<file path="src/rtl/fpu_op_issuer.sv">
// fpu_op_issuer: runs one {op, a, b} command through the FPU strobe/ack
// handshakes and returns the result, or a NaN with a timeout flag.
module fpu_op_issuer #(
   parameter int SETTLE_CYCLES = 2,
   parameter int TIMEOUT       = 1024,
   parameter int TW            = 11
) (
   input  logic        clk,
   input  logic        rst,
   input  logic        cmd_valid,
   output logic        cmd_ready,
   input  logic [1:0]  cmd_op,
   input  logic [31:0] cmd_a,
   input  logic [31:0] cmd_b,
   output logic        rsp_valid,
   input  logic        rsp_ready,
   output logic [31:0] rsp_data,
   output logic        rsp_timeout,
   output logic        busy,
   output logic [1:0]  fpu_op_sel,
   output logic [31:0] fpu_input_a,
   output logic        fpu_input_a_stb,
   input  logic        fpu_input_a_ack,
   output logic [31:0] fpu_input_b,
   output logic        fpu_input_b_stb,
   input  logic        fpu_input_b_ack,
   input  logic [31:0] fpu_output_z,
   input  logic        fpu_output_z_stb,
   output logic        fpu_output_z_ack
);

   typedef enum logic [2:0] {
      IDLE, SETUP, SEND_A, SEND_B, WAIT_Z, RESP
   } state_t;

   state_t        state_q, state_d;
   logic [TW-1:0] cnt_q, cnt_d;
   logic [1:0]    op_q, op_d;
   logic [31:0]   a_q, a_d, b_q, b_d;

   logic        cmd_ready_q, cmd_ready_d;
   logic        rsp_valid_q, rsp_valid_d;
   logic [31:0] rsp_data_q, rsp_data_d;
   logic        rsp_tmo_q, rsp_tmo_d;
   logic        busy_q, busy_d;
   logic [1:0]  sel_q, sel_d;
   logic [31:0] in_a_q, in_a_d, in_b_q, in_b_d;
   logic        a_stb_q, a_stb_d, b_stb_q, b_stb_d;
   logic        z_ack_q, z_ack_d;

   logic accept, a_xfer, b_xfer, settle_done, tmo, rsp_hs;

   assign accept      = cmd_valid & cmd_ready_q;
   assign a_xfer      = a_stb_q & fpu_input_a_ack;
   assign b_xfer      = b_stb_q & fpu_input_b_ack;
   assign settle_done = (cnt_q == TW'(SETTLE_CYCLES - 1));
   assign tmo         = (cnt_q == TW'(TIMEOUT - 1));
   assign rsp_hs      = rsp_valid_q & rsp_ready;

   // State, counter, latched command and every registered output
   always_ff @(posedge clk) begin
      if (!rst) begin
         state_q     <= IDLE;
         cnt_q       <= '0;
         op_q        <= 2'b00;
         a_q         <= '0;
         b_q         <= '0;
         cmd_ready_q <= 1'b1;
         rsp_valid_q <= 1'b0;
         rsp_data_q  <= '0;
         rsp_tmo_q   <= 1'b0;
         busy_q      <= 1'b0;
         sel_q       <= 2'b00;
         in_a_q      <= '0;
         in_b_q      <= '0;
         a_stb_q     <= 1'b0;
         b_stb_q     <= 1'b0;
         z_ack_q     <= 1'b0;
      end else begin
         state_q     <= state_d;
         cnt_q       <= cnt_d;
         op_q        <= op_d;
         a_q         <= a_d;
         b_q         <= b_d;
         cmd_ready_q <= cmd_ready_d;
         rsp_valid_q <= rsp_valid_d;
         rsp_data_q  <= rsp_data_d;
         rsp_tmo_q   <= rsp_tmo_d;
         busy_q      <= busy_d;
         sel_q       <= sel_d;
         in_a_q      <= in_a_d;
         in_b_q      <= in_b_d;
         a_stb_q     <= a_stb_d;
         b_stb_q     <= b_stb_d;
         z_ack_q     <= z_ack_d;
      end
   end

   // Next state; the counter times SETUP and each handshake state
   always_comb begin
      state_d = state_q;
      cnt_d   = cnt_q;
      op_d    = op_q;
      a_d     = a_q;
      b_d     = b_q;
      unique case (state_q)
         IDLE: begin
            if (accept) begin
               op_d    = cmd_op;
               a_d     = cmd_a;
               b_d     = cmd_b;
               cnt_d   = '0;
               state_d = (cmd_op == 2'b00) ? RESP : SETUP;
            end
         end
         SETUP: begin
            if (settle_done) begin
               state_d = SEND_A;
               cnt_d   = '0;
            end else begin
               cnt_d = cnt_q + 1'b1;
            end
         end
         SEND_A: begin
            if (a_xfer) begin
               state_d = SEND_B;
               cnt_d   = '0;
            end else if (tmo) begin
               state_d = RESP;
            end else begin
               cnt_d = cnt_q + 1'b1;
            end
         end
         SEND_B: begin
            if (b_xfer) begin
               state_d = WAIT_Z;
               cnt_d   = '0;
            end else if (tmo) begin
               state_d = RESP;
            end else begin
               cnt_d = cnt_q + 1'b1;
            end
         end
         WAIT_Z: begin
            if (fpu_output_z_stb || tmo) begin
               state_d = RESP;
            end else begin
               cnt_d = cnt_q + 1'b1;
            end
         end
         RESP: begin
            if (rsp_hs) state_d = IDLE;
         end
         default: state_d = IDLE;
      endcase
   end

   // Next values of the registered outputs; a timeout parks the FPU at once
   always_comb begin
      cmd_ready_d = cmd_ready_q;
      rsp_valid_d = rsp_valid_q;
      rsp_data_d  = rsp_data_q;
      rsp_tmo_d   = rsp_tmo_q;
      busy_d      = busy_q;
      sel_d       = sel_q;
      in_a_d      = in_a_q;
      in_b_d      = in_b_q;
      a_stb_d     = a_stb_q;
      b_stb_d     = b_stb_q;
      z_ack_d     = z_ack_q;
      unique case (state_q)
         IDLE: begin
            if (accept) begin
               cmd_ready_d = 1'b0;
               busy_d      = 1'b1;
               if (cmd_op == 2'b00) begin
                  rsp_valid_d = 1'b1;
                  rsp_data_d  = '0;
                  rsp_tmo_d   = 1'b0;
               end else begin
                  sel_d = cmd_op;
               end
            end
         end
         SETUP: begin
            if (settle_done) begin
               a_stb_d = 1'b1;
               in_a_d  = a_q;
            end
         end
         SEND_A, SEND_B, WAIT_Z: begin
            if (state_q == SEND_A && a_xfer) begin
               a_stb_d = 1'b0;
               b_stb_d = 1'b1;
               in_b_d  = b_q;
            end else if (state_q == SEND_B && b_xfer) begin
               b_stb_d = 1'b0;
            end else if (state_q == WAIT_Z && fpu_output_z_stb) begin
               rsp_data_d  = fpu_output_z;
               rsp_tmo_d   = 1'b0;
               rsp_valid_d = 1'b1;
               z_ack_d     = 1'b1;
            end else if (tmo) begin
               a_stb_d     = 1'b0;
               b_stb_d     = 1'b0;
               rsp_data_d  = 32'h7FC0_0000;
               rsp_tmo_d   = 1'b1;
               rsp_valid_d = 1'b1;
               sel_d       = 2'b00;
            end
         end
         RESP: begin
            z_ack_d = 1'b0;
            sel_d   = 2'b00;
            if (rsp_hs) begin
               rsp_valid_d = 1'b0;
               cmd_ready_d = 1'b1;
               busy_d      = 1'b0;
            end
         end
         default: ;
      endcase
   end

   assign cmd_ready        = cmd_ready_q;
   assign rsp_valid        = rsp_valid_q;
   assign rsp_data         = rsp_data_q;
   assign rsp_timeout      = rsp_tmo_q;
   assign busy             = busy_q;
   assign fpu_op_sel       = sel_q;
   assign fpu_input_a      = in_a_q;
   assign fpu_input_a_stb  = a_stb_q;
   assign fpu_input_b      = in_b_q;
   assign fpu_input_b_stb  = b_stb_q;
   assign fpu_output_z_ack = z_ack_q;

endmodule

</file>
<file path="config.mk">
export PLATFORM = sky130hd
export DESIGN_NAME = fpu_op_issuer
export DESIGN_NICKNAME = d
export VERILOG_FILES = /design/src/rtl/fpu_op_issuer.sv
export SDC_FILE = /design/constraint.sdc
export NUM_CORES = 1
export LEC_CHECK = 0
export BUFFER_PORTS_ARGS = -buffer_cell sky130_fd_sc_hd__buf_4
export CORE_MARGIN = 8
export CORE_UTILIZATION = 29
export CTS_CLUSTER_DIAMETER = 120
export DETAILED_ROUTE_END_ITERATION = 7
export HOLD_SLACK_MARGIN = 0.15
export PLACE_DENSITY_LB_ADDON = 0.1
export SYNTH_ARGS = -nofsm -noshare
export SYNTH_HDL_FRONTEND = slang
export SYNTH_SLANG_ARGS = --single-unit
</file>
<file path="constraint.sdc">
create_clock -name clk -period 3.7 [get_ports clk]
set_clock_uncertainty 0.05 [all_clocks]
set_input_delay 0.555 -clock clk [delete_from_list [all_inputs] [get_ports clk]]
set_output_delay 0.555 -clock clk [all_outputs]
set_load 0.01 [all_outputs]
</file>
# Word level (Yosys, flattened, before mapping)
# Cells that the tools add are included.
[op_classes]
n_addsub = 1
n_mul = 0
div = 0
order_cmp = 0
eq_ne = 24
shifts = 0
n_mux = 61
bitwise = 4
reduce_logical = 26
[op_table]
columns = ["op", "count"]
rows = [
  ["$mux W32", 6],
  ["$mux W11", 6],
  ["$pmux W32 S2", 1],
  ["$pmux W11 S5", 1],
  ["$mux W1", 25],
  ["$mux W3", 8],
  ["$ne A2 B2 Y1 const B", 12],
  ["$pmux W3 S6", 1],
  ["$ne A3 B3 Y1 const B", 5],
  ["$reduce_and A7 Y1", 2],
  ["$mux W2", 6],
  ["$add A11 B1 Y11 const B", 1],
  ["$eq A11 B1 Y1 const B", 1],
  ["$eq A11 B10 Y1 const B", 1],
  ["$pmux W1 S2", 5],
  ["$reduce_and A3 Y1", 3],
  ["$reduce_and A4 Y1", 2],
  ["$reduce_bool A2 Y1", 4],
  ["$eq A3 B2 Y1 const B", 2],
  ["$eq A3 B3 Y1 const B", 2],
  ["$pmux W2 S3", 1],
  ["$reduce_and A2 Y1", 3],
  ["$reduce_and A6 Y1", 1],
  ["$reduce_bool A3 Y1", 2],
  ["other kinds (10)", 15],
]
[word_totals]
register_bits = 183
latchBits = 0
mem_bits_rw = 0
romBits = 0
out_inout_bits = 105
mem_count = 0

# Depth between registers and ports, before layout
[logic_depth]
ltp_word = 6
depth_mapped = 9
ltp_nobuf = 7

# Worst setup path before layout
# OpenSTA, ideal clock, no wires.
[synth_path]
kind = "reg-to-reg"
from = "reg cnt_q[0]"
to = "reg rsp_data_q[10] (netlist: rsp_data[10])"
setup_ps = 117
arrival_ps = 1936
required_ps = 3533
setup_slack_ps = 1597
path_stages_with_launch = 9
n_path_buf = 2
synth_period_minus_slack_ps = 2103
cell_sequence = "dfxtp_1 > ha_1 > and4_1 > buf_2 > nand4b_4 > a2111oi_4 > nor2_2 > buf_2 > a22o_1"
[synth_via]
elab_chain_len = 3
[synth_rtl]
columns = ["element", "line", "source"]
rows = [
  ["start, declared", "37", "logic [TW-1:0] cnt_q, cnt_d;"],
  ["start signal, assigned", "81", "cnt_q <= cnt_d;"],
  ["$eq A11 B10 Y1", "57", "assign tmo = (cnt_q == TW'(TIMEOUT - 1));"],
  ["$ne A3 B3 Y1 (no source line)", "n/a", ""],
  ["$reduce_and A6 Y1 (no source line)", "n/a", ""],
  ["end signal, assigned", "87", "rsp_data_q <= rsp_data_d;"],
  ["end, declared", "43", "logic [31:0] rsp_data_q, rsp_data_d;"],
]
# Every way passes these cells.
# A chain may end at the register's enable or synchronous reset.

# Final worst setup path
[layout_path]
from = "reg cnt_q[0]"
to = "reg cnt_q[0]"
[layout_via]
elab_chain_len = 4
elab_cells_between_ends = 12
cone_classes = "add/sub: 1; eq/ne: 3; mux: 6; reduce/logical: 2"
[layout_rtl]
columns = ["element", "line", "source"]
rows = [
  ["$add A11 B1 Y11 or $eq A11 B10 Y1 (tied branches)", "n/a", ""],
  ["$mux W11 or $logic_or A1 B1 Y1 (tied branches)", "128, 138, 145", ""],
  ["$mux W11 (tied with other cells)", "135", "if (b_xfer) begin"],
  ["$pmux W11 S5 or $reduce_and A3 Y1 (tied branches)", "n/a", ""],
]
# Parallel ways exist; a longest one is shown, timed or not. The select of a mux whose other input is x is not followed.

==> out/metrics.cfg <==
[synth]
synth_fp_nets = 958
yosys.area.top_type = dfxtp_1
yosysWarnings = 0
avgSynthCellArea_sq_um = 8.25
synth_area_sq_mm = 0.00702
async_reset_ff_share_pct = 0
syn_inst = 851
synth.top_cell.area_share_pct = 52.2
synth_cell_types = 54
synth_ff_type = dfxtp_1
ys_ff_latch = 183
ys_seq_area_share_pct = 52.2
ys_top_cells_by_area = dfxtp_1 52%, nand2_1 15%, a21oi_1 11%
synth_edf_count = 0

[power_and_ir_drop]
power_density_mw_per_mm2 = 572
p_seq_share_pct = 42.8
power.static_leakage_uw = 0.00373
ir_worst_vdd_uv = 282
internal_power_uw = 3570
swShare_pct = 33.8
combPwrFrac_pct = 24.1
power_switching_uw = 1830
clockPowerShare_pct = 33.1

[drt]
via_per_inst = 4.71
antenna_left = 0
via_count = 6432
drcViolationCount = 0
routed_wl_um = 22700
dr.pass1.iters = 5
wl_per_cell_um = 16.6
initialDrtViolationCount = 442

[finish]
fillers = 2550
syn2layout_area_growth_pct = 34.6
multiInputGateArea_sq_mm = 0.00308
seq_area_sq_mm = 0.00366
drive_gt1_share_pct = 25.6
n_antenna_cell = 0
post-route-util_pct = 39.3
nets = 1136

[cts]
cts_tree = yes
cts_buffers = 17
clk_pin_slew_worst_paths_ns = 0.08
clk_path_buf_depth = 2
cts_setup_buffers = 0
cts-root-buf = clkbuf_16
cts.sink_count = 183
htreeDepth = 4
ctsHoldBuffers = 0
cts_resized = 0
clkLatencyLatePin_ns = 0.43

[timing]
fin_crit_ns = 2.62
fin_setup_tns_ns = 0
timing.hold.ws_ns = 0.281
tightest_slew_ns = 0.759
rsz0062_at_grt = false
timing.fmax_ghz = 0.382
finalCritPeriodShare_pct = 70.7
maxSlewHeadroom_pct = 49.3
hold_viol = 0
setup_violations = 0
drv_slew = 0

[critical_path]
criticalPathCategory = reg2reg
crit_start = cnt_q[0]
crit_fanout = 12
worst_ep_arrival_time_ns = 2.90
startpoint_type = flip-flop
worstSetupEndpointType = flip-flop
worst_ep_required_time_ns = 3.98
worstReg2RegStart = cnt_q[0]

[global_routing]
grt_pass1_wl_um = 35700
globalRouteOverflowTotal = 0
grt_pass1_vias = 6207
grt_max_degree = 73
track_usage_pct = 15.3
antenna_found_initial = 0

[job]
cap_violations = 0

[place]
hpwl_um = 15700
place_congestion = 0.801
io_buffers = 209

[floorplan]
fp.dieH_um = 172
die_area_sq_mm = 0.0294
io_pins = 210
rows = 57
die_w_um = 172
start_util_pct = 29.2
core-area_sq_mm = 0.0240

[hold_path]
hold_start = fpu_output_z[3]
min_path_type = in2reg

[run_status]
status = complete, no violations

[synthesized netlist by cell type, types with 2 or more instances]
library cell and number:
nand2_1 277, dfxtp_1 183, a21oi_1 154, clkbuf_1 35, a22o_1 25, buf_2 22, nor2_1 16, nand2b_1 14
nand3_1 11, o211ai_1 11, o21ai_0 11, a211oi_1 8, nand4_1 5, nor3_1 5, a41oi_1 4, and2_1 4
and4_1 4, buf_4 4, nor2b_1 4, a221oi_1 3, inv_1 3, o221a_2 3, o22ai_1 3, or3_1 3
buf_1 2, ha_1 2, mux2i_1 2, nor3_2 2, nor3b_1 2, nor4_2 2, o21a_1 2, o21ai_1 2
o31a_1 2
[flip-flops by register name, summed over array words and instances, names as in the netlist, 2 cells and up]
register / count
a_q: 32
cnt_q: 11
fpu_op_sel: 2
rsp_data: 32
fpu_input_a: 32
state_q: 3
b_q: 32
fpu_input_b: 32
[worst paths after layout]
kind                                   endpoint  cells after the start  slack (ns)
worst max-delay path                   cnt_q[0]                      6        1.08
worst min register to register  fpu_input_b[24]                      2        0.40
worst min-delay path                rsp_data[3]                      2        0.28
worst max register to register         cnt_q[0]                      6        1.08
[per-layer routing]
metal	track usage (%)	part of all wire (%)	vias up
met4	4.05	1.0	0
met1	20.7	46	2970
li1	-	-	3264
met3	4.75	7.3	15
met5	0	0	-
met2	23.1	46	183
[area by class of cell]
class	instances	area share, %
Clock buffer	18	4.65
Tap cell	324	4.29
Clock inverter	13	1.43
Multi-Input combinational cell	601	32.6
Inverter	4	0.185
Sequential cell	183	38.8
Timing Repair Buffer	222	18.0
[power by group through the flow]
stage	Combinational [uW]	Clock (uW)	Sequential, uW
final	1300	1790	2310
after global routing	1460	1930	2340
after CTS	1330	1850	2320
after detailed placement	1320	0	2360
after global placement	1320	0	2360
after floorplan	871	0	2320
[metrics by stage]
stage / cells / total power [uW] / setup WS (ns) / area, sq um
after floorplan: 851 / 3190 / 1.60 / 7020
after global placement: 1334 / 3680 / 1.23 / 8870
after detailed placement: 1334 / 3680 / 1.14 / 8870
after CTS: 1365 / 5500 / 1.12 / 9450
after global routing: 1365 / 5730 / 0.923 / 9450
final: 1365 / 5400 / 1.08 / 9450
[cells by family after synthesis]
logic type | share of synthesized area [%]
adder cells (fa/ha/maj) | 0.357
flip-flops | 52.2
buffers and inverters | 4.19
multiplexers | 0.285
XOR/XNOR | 0.125
AND/OR/NAND/NOR | 22.1
AO/OA/AOI/OAI | 20.7
[cells in the final DEF (no fill, tap or decap), types with 2 or more instances in the layout]
| cell type | synthesis | routed |
|---|---|---|
| and2_1 | 4 | 4 |
| nor2_1 | 16 | 16 |
| nor3_1 | 5 | 5 |
| nor3b_1 | 2 | 2 |
| clkbuf_16 | 0 | 17 |
| inv_1 | 3 | 3 |
| nor2b_1 | 4 | 4 |
| dfxtp_1 | 183 | 183 |
| ha_1 | 2 | 2 |
| o221a_2 | 3 | 3 |
| a41oi_1 | 4 | 4 |
| clkinv_8 | 0 | 2 |
| and4_1 | 4 | 4 |
| mux2i_1 | 2 | 2 |
| inv_6 | 0 | 2 |
| o22ai_1 | 3 | 3 |
| o21ai_1 | 2 | 2 |
| inv_8 | 0 | 4 |
| buf_12 | 0 | 3 |
| nand2_1 | 277 | 276 |
| o21a_1 | 2 | 2 |
| clkinvlp_4 | 0 | 3 |
| a21oi_1 | 154 | 154 |
| o211ai_1 | 11 | 11 |
| nor3_4 | 0 | 2 |
| a22o_1 | 25 | 25 |
| nand3_1 | 11 | 11 |
| clkinv_4 | 0 | 2 |
| nand4_1 | 5 | 5 |
| a221oi_1 | 3 | 3 |
| o21ai_0 | 11 | 11 |
| buf_4 | 4 | 219 |
| or3_1 | 3 | 3 |
| a211oi_1 | 8 | 8 |
| o31a_1 | 2 | 2 |
| nand2b_1 | 14 | 14 |
[worst max-delay path: stages, from the launching register on]
cell      delay (ns)
dfxtp_1         0.43
ha_1            0.27
and4_1          0.37
and4b_1         0.51
o21a_1          0.44
o22ai_1         0.16
a221oi_1        0.28
Note: power is estimated with default switching activity, not from simulation.
